`config.mk`:
```
export PLATFORM = sky130hd
export DESIGN_NAME = macroblock_receiver_flat
export DESIGN_NICKNAME = d
export VERILOG_FILES = /design/src/rtl/macroblock_receiver_pkg.sv /design/src/rtl/macroblock_receiver_if.sv /design/src/rtl/mb_pingpong_ram.sv /design/src/rtl/macroblock_receiver.sv /design/src/flat_wrapper.sv
export SDC_FILE = /design/constraint.sdc
export NUM_CORES = 2
export LEC_CHECK = 0
export BUFFER_PORTS_ARGS = -buffer_cell sky130_fd_sc_hd__buf_2
export CORE_MARGIN = 3
export CORE_UTILIZATION = 45
export CTS_CLUSTER_DIAMETER = 50
export DETAILED_ROUTE_END_ITERATION = 12
export PLACE_DENSITY_LB_ADDON = 0.05
export SLEW_MARGIN = 20
export SYNTH_ARGS = -nofsm -noshare
export SYNTH_HDL_FRONTEND = slang
export SYNTH_SLANG_ARGS = --single-unit
```
`constraint.sdc`:
```
create_clock -name ul1Clock -period 7.7 [get_ports ul1Clock]
set_input_delay 0.385 -clock ul1Clock [delete_from_list [all_inputs] [get_ports ul1Clock]]
set_output_delay 0.385 -clock ul1Clock [all_outputs]
set_load 0.01 [all_outputs]
```
`src/rtl/macroblock_receiver_pkg.sv`:
```
// Shared image-processing definitions: macroblock types and default block geometry.
package macroblock_receiver_pkg;

   localparam int MB_BLOCK_PIXELS = 64;   // 8x8 macroblock
   localparam int MB_ADDR_W       = 6;    // log2(MB_BLOCK_PIXELS)
   localparam int MB_PIXEL_W      = 24;   // RGB24, {R, G, B}

   // Block content type; the first enumerator is the reset value.
   typedef enum logic [1:0] {
      MB_TYPE_LUMA     = 2'd0,
      MB_TYPE_CHROMA_B = 2'd1,
      MB_TYPE_CHROMA_R = 2'd2,
      MB_TYPE_RGB      = 2'd3
   } teMacroBlockType;

endpackage

```
`src/rtl/macroblock_receiver_if.sv`:
```
// Pixel-stream input plus random-access block read port of the macroblock receiver.
interface macroblock_receiver_if
   import macroblock_receiver_pkg::*;
#(
   parameter int ADDR_W = MB_ADDR_W
) ();

   // Transfer source side
   logic                    ul1EnTransfer;
   teMacroBlockType         eMacroBlockType;
   logic [MB_PIXEL_W-1:0]   ul24Rgb24Data;

   // Consumer side
   logic                    ul1BlockValid;
   teMacroBlockType         eBlockType;
   logic [ADDR_W-1:0]       ulRdAddr;
   logic [MB_PIXEL_W-1:0]   ul24RdData;
   logic                    ul1BlockDone;

   // Status
   logic                    ul1TypeError;
   logic                    ul1Overflow;
   logic                    ul1ClearErr;

   // Environment driving the receiver (transfer source + consumer)
   modport master (
      output ul1EnTransfer, eMacroBlockType, ul24Rgb24Data,
      output ulRdAddr, ul1BlockDone, ul1ClearErr,
      input  ul1BlockValid, eBlockType, ul24RdData, ul1TypeError, ul1Overflow
   );

   // The receiver itself
   modport slave (
      input  ul1EnTransfer, eMacroBlockType, ul24Rgb24Data,
      input  ulRdAddr, ul1BlockDone, ul1ClearErr,
      output ul1BlockValid, eBlockType, ul24RdData, ul1TypeError, ul1Overflow
   );

endinterface

```
`src/rtl/mb_pingpong_ram.sv`:
```
// Two-bank simple-dual-port pixel RAM: one write port, one registered read port.
// Address is {bank, pixel index}.
module mb_pingpong_ram #(
   parameter int RAM_ADDR_W = 7,
   parameter int DATA_W     = 24
) (
   input  logic                  ul1Clock,
   input  logic                  ul1Reset,
   input  logic                  i_wrEn,
   input  logic [RAM_ADDR_W-1:0] i_wrAddr,
   input  logic [DATA_W-1:0]     i_wrData,
   input  logic [RAM_ADDR_W-1:0] i_rdAddr,
   output logic [DATA_W-1:0]     o_rdData
);

   logic [DATA_W-1:0] r_mem [2**RAM_ADDR_W];
   logic [DATA_W-1:0] r_rdData;

   // Pixel storage write.
   // NOTE: the storage array has no reset; clearing it would stop it mapping onto RAM
   // macros, and block contents are never read before being written.
   always_ff @(posedge ul1Clock) begin
      if (i_wrEn) begin
         r_mem[i_wrAddr] <= i_wrData;
      end
   end

   // Registered read port; the output register is reset so the read data reads 0 in reset.
   always_ff @(posedge ul1Clock or posedge ul1Reset) begin
      if (ul1Reset) begin
         r_rdData <= '0;
      end else begin
         r_rdData <= r_mem[i_rdAddr];
      end
   end

   assign o_rdData = r_rdData;

endmodule

```
`src/rtl/macroblock_receiver.sv`:
```
// Macroblock receiver: captures one raster-ordered block at a time into a ping-pong
// buffer and presents completed blocks, with their type, to a random-access consumer.
module macroblock_receiver
   import macroblock_receiver_pkg::*;
#(
   parameter int BLOCK_PIXELS = MB_BLOCK_PIXELS,
   parameter int ADDR_W       = MB_ADDR_W
) (
   input  logic                  ul1Clock,
   input  logic                  ul1Reset,
   macroblock_receiver_if.slave  bus
);

   localparam logic [ADDR_W-1:0] LAST_IDX = ADDR_W'(BLOCK_PIXELS - 1);

   // Write side
   logic              r_wBank;
   logic [ADDR_W-1:0] r_wCount;
   // Bank ownership and latched block types
   logic [1:0]        r_full;
   logic [1:0]        w_fullNext;
   teMacroBlockType   r_typeReg [2];
   // Read side
   logic              r_rBank;
   // Sticky status
   logic              r_typeErr;
   logic              r_overflow;

   logic              w_wrEn;
   logic              w_drop;
   logic              w_first;
   logic              w_complete;
   logic              w_release;
   logic              w_typeMis;
   logic [MB_PIXEL_W-1:0] w_rdData;

   // A pixel is stored only if the bank being filled is not held by the consumer;
   // the link has no backpressure, so otherwise the pixel is lost.
   assign w_wrEn     = bus.ul1EnTransfer & ~r_full[r_wBank];
   assign w_drop     = bus.ul1EnTransfer &  r_full[r_wBank];
   assign w_first    = (r_wCount == '0);
   assign w_complete = w_wrEn & (r_wCount == LAST_IDX);
   assign w_release  = bus.ul1BlockDone & r_full[r_rBank];
   assign w_typeMis  = w_wrEn & ~w_first & (bus.eMacroBlockType != r_typeReg[r_wBank]);

   // Next bank-full state: completion of one bank and release of the other may coincide.
   // NOTE: combinational blocks use blocking assignments and assign every output a
   // default first, so later conditions override cleanly and no latch is inferred.
   always_comb begin
      w_fullNext = r_full;
      if (w_release) begin
         w_fullNext[r_rBank] = 1'b0;
      end
      if (w_complete) begin
         w_fullNext[r_wBank] = 1'b1;
      end
   end

   // Write pointer: index within the block and the bank being filled.
   // NOTE: clocked blocks use non-blocking assignments so every register samples
   // the pre-edge values, independent of block ordering.
   always_ff @(posedge ul1Clock or posedge ul1Reset) begin
      if (ul1Reset) begin
         r_wCount <= '0;
         r_wBank  <= 1'b0;
      end else if (w_wrEn) begin
         if (w_complete) begin
            r_wCount <= '0;
            r_wBank  <= ~r_wBank;
         end else begin
            r_wCount <= r_wCount + 1'b1;
         end
      end
   end

   // Bank-full flags and read bank selection.
   always_ff @(posedge ul1Clock or posedge ul1Reset) begin
      if (ul1Reset) begin
         r_full  <= 2'b00;
         r_rBank <= 1'b0;
      end else begin
         r_full <= w_fullNext;
         if (w_release) begin
            r_rBank <= ~r_rBank;
         end
      end
   end

   // Block type is latched on the first pixel of each block and held for the block.
   always_ff @(posedge ul1Clock or posedge ul1Reset) begin
      if (ul1Reset) begin
         r_typeReg[0] <= MB_TYPE_LUMA;
         r_typeReg[1] <= MB_TYPE_LUMA;
      end else if (w_wrEn && w_first) begin
         r_typeReg[r_wBank] <= bus.eMacroBlockType;
      end
   end

   // Sticky error flags; a new error event takes priority over a clear request.
   always_ff @(posedge ul1Clock or posedge ul1Reset) begin
      if (ul1Reset) begin
         r_typeErr  <= 1'b0;
         r_overflow <= 1'b0;
      end else begin
         if (w_typeMis) begin
            r_typeErr <= 1'b1;
         end else if (bus.ul1ClearErr) begin
            r_typeErr <= 1'b0;
         end
         if (w_drop) begin
            r_overflow <= 1'b1;
         end else if (bus.ul1ClearErr) begin
            r_overflow <= 1'b0;
         end
      end
   end

   mb_pingpong_ram #(
      .RAM_ADDR_W (ADDR_W + 1),
      .DATA_W     (MB_PIXEL_W)
   ) u_ram (
      .ul1Clock (ul1Clock),
      .ul1Reset (ul1Reset),
      .i_wrEn   (w_wrEn),
      .i_wrAddr ({r_wBank, r_wCount}),
      .i_wrData (bus.ul24Rgb24Data),
      .i_rdAddr ({r_rBank, bus.ulRdAddr}),
      .o_rdData (w_rdData)
   );

   assign bus.ul1BlockValid = r_full[r_rBank];
   assign bus.eBlockType    = r_typeReg[r_rBank];
   assign bus.ul24RdData    = w_rdData;
   assign bus.ul1TypeError  = r_typeErr;
   assign bus.ul1Overflow   = r_overflow;

endmodule
```
`src/flat_wrapper.sv`:
```
// flat-port wrapper written by rule: the top's interface ports become plain ports
module macroblock_receiver_flat import macroblock_receiver_pkg::*;
#(
   parameter int BLOCK_PIXELS = MB_BLOCK_PIXELS,
   parameter int ADDR_W       = MB_ADDR_W
)
  (ul1Clock, ul1Reset, bus_ul1EnTransfer, bus_eMacroBlockType, bus_ul24Rgb24Data, bus_ulRdAddr, bus_ul1BlockDone, bus_ul1ClearErr, bus_ul1BlockValid, bus_eBlockType, bus_ul24RdData, bus_ul1TypeError, bus_ul1Overflow);
  macroblock_receiver_if #(.ADDR_W(ADDR_W)) bus_i ();
  input  logic ul1Clock;
  input  logic ul1Reset;
  input wire logic [$bits(bus_i.ul1EnTransfer)-1:0] bus_ul1EnTransfer;
  input wire logic [$bits(bus_i.eMacroBlockType)-1:0] bus_eMacroBlockType;
  input wire logic [$bits(bus_i.ul24Rgb24Data)-1:0] bus_ul24Rgb24Data;
  input wire logic [$bits(bus_i.ulRdAddr)-1:0] bus_ulRdAddr;
  input wire logic [$bits(bus_i.ul1BlockDone)-1:0] bus_ul1BlockDone;
  input wire logic [$bits(bus_i.ul1ClearErr)-1:0] bus_ul1ClearErr;
  output wire logic [$bits(bus_i.ul1BlockValid)-1:0] bus_ul1BlockValid;
  output wire logic [$bits(bus_i.eBlockType)-1:0] bus_eBlockType;
  output wire logic [$bits(bus_i.ul24RdData)-1:0] bus_ul24RdData;
  output wire logic [$bits(bus_i.ul1TypeError)-1:0] bus_ul1TypeError;
  output wire logic [$bits(bus_i.ul1Overflow)-1:0] bus_ul1Overflow;
  assign bus_i.ul1EnTransfer = bus_ul1EnTransfer;
  assign bus_i.eMacroBlockType = bus_eMacroBlockType;
  assign bus_i.ul24Rgb24Data = bus_ul24Rgb24Data;
  assign bus_i.ulRdAddr = bus_ulRdAddr;
  assign bus_i.ul1BlockDone = bus_ul1BlockDone;
  assign bus_i.ul1ClearErr = bus_ul1ClearErr;
  assign bus_ul1BlockValid = bus_i.ul1BlockValid;
  assign bus_eBlockType = bus_i.eBlockType;
  assign bus_ul24RdData = bus_i.ul24RdData;
  assign bus_ul1TypeError = bus_i.ul1TypeError;
  assign bus_ul1Overflow = bus_i.ul1Overflow;
  macroblock_receiver #(.BLOCK_PIXELS(BLOCK_PIXELS), .ADDR_W(ADDR_W)) u_core (.ul1Clock(ul1Clock), .ul1Reset(ul1Reset), .bus(bus_i));
endmodule
```
==> impl_results.md <==
* Outcome: completed
* Power Total at around 39000 µW
* Clock Power Share at a little over two fifths
* Detailed-placement wirelength estimate at roughly 180 mm
* Clk_skew at between 0.03 and 0.04 ns
* Syn nets at about 4600
* DRT iter0 DRCs at 6708
* Fin nets at around 5100
* Period Utilization, post-route at between 40% and 50%
* Slew @ Worst Pin at 1.11 ns
* Sequential Power Share at between 40% and 50%
* CP Max Fanout at 28
* Total GRT Usage at between 20% and 30%
* Via count at 53628
* Internal power at a little under 30000 µW
* Antenna Nets Post-Route at 0
* Cts repair resizes at 0
* Sw Ratio at between 20% and 30%
* Die height at 519 µm
* Pwr/cell area at between 200 and 300 nW/µm²
* RSZ-0062 raised after global routing: false
* Area Growth Syn to Fin at 15.9%
* Reg clk slew, reported paths at around 0.050 ns
* Initial antenna violation count at 28
* Leakage Power at 0.0421 µW
* Register Area at ~93000 µm²
* Synthesized area at ~120000 µm²
* Switching pwr at 8850 µW
* Top cells by area, synth: edfxtp_1 78%, mux4_2 19%, dfrtp_1 0.85%
* Sink Count at about 3100
* Root Driver: clkbuf_16
* Distinct cells, synth at 31
* Combinational fraction of design power at under 10%
* Post-layout min period at between 3 and 4 ns
* CTS buffer count at 370
* Initial Utilization at between 40% and 50%
* Top cell type's share of synthesized area at between 70% and 80%
* Clock Latency Late Sink at 0.96 ns
* Slew headroom at between 20% and 30%
* DIE WIDTH at ~520 µm
* Crit path launch type: flip-flop
* Filler Cells Inserted at between 15000 and 20000
* CTS tree: built
* Final hold violations at 0
* GR Overflow Total at 0
* GPL Wtd Cong at about 0.78
* Syn Area/Cell at ~26 µm²
* Worst vdd ir at about 0.00026 V
* Max_cap viols at 0
* Num rows at about 190
* Vias in the first global route at 55305
* First-pass DRT Iterations at 7
* Final wirelength at around 330 mm
* Number of top-level pins at 66
* Post-synth top area cell: edfxtp_1
* Reg2Reg Setup Slack at around 4.4 ns
* Crit path launch: u_core.r_rBank$_DFFE_PP0N_
* Ys Warns at 0
* Origin of the critical flop-to-flop path: u_core.r_wBank$_DFFE_PP0P_
* Hold Crit Class: in2reg
* Synth Instances at around 4600
* DR vias/cell at slightly above 6
* Hold Crit Start: bus_ul24Rgb24Data[1]
* First-pass GRT wire length at ~450 mm
* Die ar. at between 200000 and 300000 µm²
* Setup TNS at 0 ns
* Setup violators final at 0
* Sequential area share after synthesis at roughly four fifths
* Largest net degree at the start of global routing at 123
* CP arrival at 3.11 ns
* CP Data Required Time at 7.32 ns
* Deepest clock path buffer count at 4
* Worst-case hold slack at 0.0395 ns
* Peak Freq at roughly 290 MHz
* Residual DRC count at 0
* Avg WL per Cell at ~37 µm
* Final std cells w/o fill at around 8800
* Crit Path Class: reg2out
* Core area at 260000 µm²
* Post-Place Cells at around 8100
* Max-slew violation count at 0
* Share of cells above drive strength 1 at roughly 37%
* H-tree depth at 5
* IO Port Bufs at 65
* #FFs+latches synth at 3112
* Post-Route Utilization at approximately 53%
* Multi-input gate area at 24900 µm²
* CP endpoint kind: primary output
state kept, by name, summed over array words and instances, names as in the netlist:
name                     count
u_core.bus.ul1TypeError      1
u_core.u_ram.o_rdData       24
u_core.r_wBank               1
u_core.r_rBank               1
u_core.r_full                2
u_core.r_typeReg             4
u_core.r_wCount              6
u_core.u_ram.r_mem        3072
u_core.bus.ul1Overflow       1
metrics by stage:
stage | cell area, µm² | setup WS (ns)
finish | 137000 | 4.20
global route | 137000 | 4.12
floorplan | 118000 | 4.65
detailed placement | 125000 | 3.23
global placement | 125000 | 3.25
CTS | 137000 | 4.11
final cells by class:
class                   count  area share, %
inverters                   9         0.0256
multi-input cells        1238           18.2
clock buffers             456           7.08
diodes                     26         0.0475
clock inverters           198           1.41
repair buffers            286           1.98
flip-flops and latches   3112           68.1
well taps                3496           3.19
Yosys cell counts (all sizes together):
cell       n
edfxtp  3072
mux4    1008
clkbuf   146
nor2     137
buf       99
dfrtp     40
mux2      31
nand2     16
inv        9
nand3      6
nand4      6
xnor2      5
and3       3
mux2i      3
or4        3
a21oi      2
a22o       2
and2       2
ha         2
o21ai      2
o22ai      2
a31oi      1
nand2b     1
nand3b     1
nor2b      1
nor3       1
o311ai     1
o32ai      1
xor2       1
logic make-up after synthesis:
family / synth area share [%]
AOI/OAI and AO/OA: 0.0624
buffers and inverters: 0.876
adders and majority gates: 0.0212
muxes: 19.5
xor gates and xnor gates: 0.0444
and+or+nand+nor: 0.610
DFF: 78.9
cells in the final DEF (no fill, tap or decap), drive strengths merged, types with 28 or more instances in the layout:
| cell type | synthesis | layout |
|---|---|---|
| mux2 | 31 | 31 |
| nor2 | 137 | 137 |
| buf | 99 | 260 |
| dfrtp | 40 | 40 |
| clkinv | 0 | 121 |
| edfxtp | 3072 | 3072 |
| bufinv | 0 | 28 |
| inv | 9 | 29 |
| clkinvlp | 0 | 29 |
| mux4 | 1008 | 1008 |
| clkbuf | 146 | 456 |
worst max-delay path, stage by stage, from the launching register on:
cell and delay (ns):
dfrtp_4 0.95, buf_4 0.63, mux2_2 0.41, buf_2 0.14
per-layer routing:
| metal | up-vias | part of all wire, % | routed length (µm) | track usage [%] |
|---|---|---|---|---|
| met2 | 1842 | 48 | 158000 | 38.3 |
| met3 | 378 | 6.4 | 21000 | 3.92 |
| met5 | - | 0.021 | 70 | 0 |
| met1 | 30314 | 43 | 142000 | 36.4 |
| met4 | 12 | 2.0 | 6670 | 5.43 |
| li1 | 21082 | - | - | - |
path summary, 6_finish.rpt:
check	to	cells after the start
worst max-delay path	bus_eBlockType[0]	3
worst min-delay path	u_core.u_ram.r_mem[86][1]$_DFFE_PP_	1
worst max register to register	u_core.u_ram.r_mem[109][4]$_DFFE_PP_	7
worst min register to register	u_core.r_typeReg[3]$_DFFE_PP0P_	1
max in group asynchronous	u_core.r_rBank$_DFFE_PP0N_	4
min in group asynchronous	u_core.u_ram.o_rdData[21]$_DFF_PP0_	4
power groups by stage:
stage | registers, µW | logic, µW | clock network (µW)
3_3_place_gp | 19500 | 2780 | 0
4_1_cts | 19200 | 2820 | 17000
5_1_grt | 19200 | 2900 | 17800
3_5_place_dp | 19500 | 2800 | 0
2_1_floorplan | 19400 | 1330 | 0
6_report | 19200 | 2770 | 16700
repair_timing:
action,in CTS,in global routing
hold buffers,26,0
endpoints found under the hold margin,572,0
setup endpoints to repair,0,0
buffers inserted,0,0
Note: power is estimated with default switching activity, not from simulation.
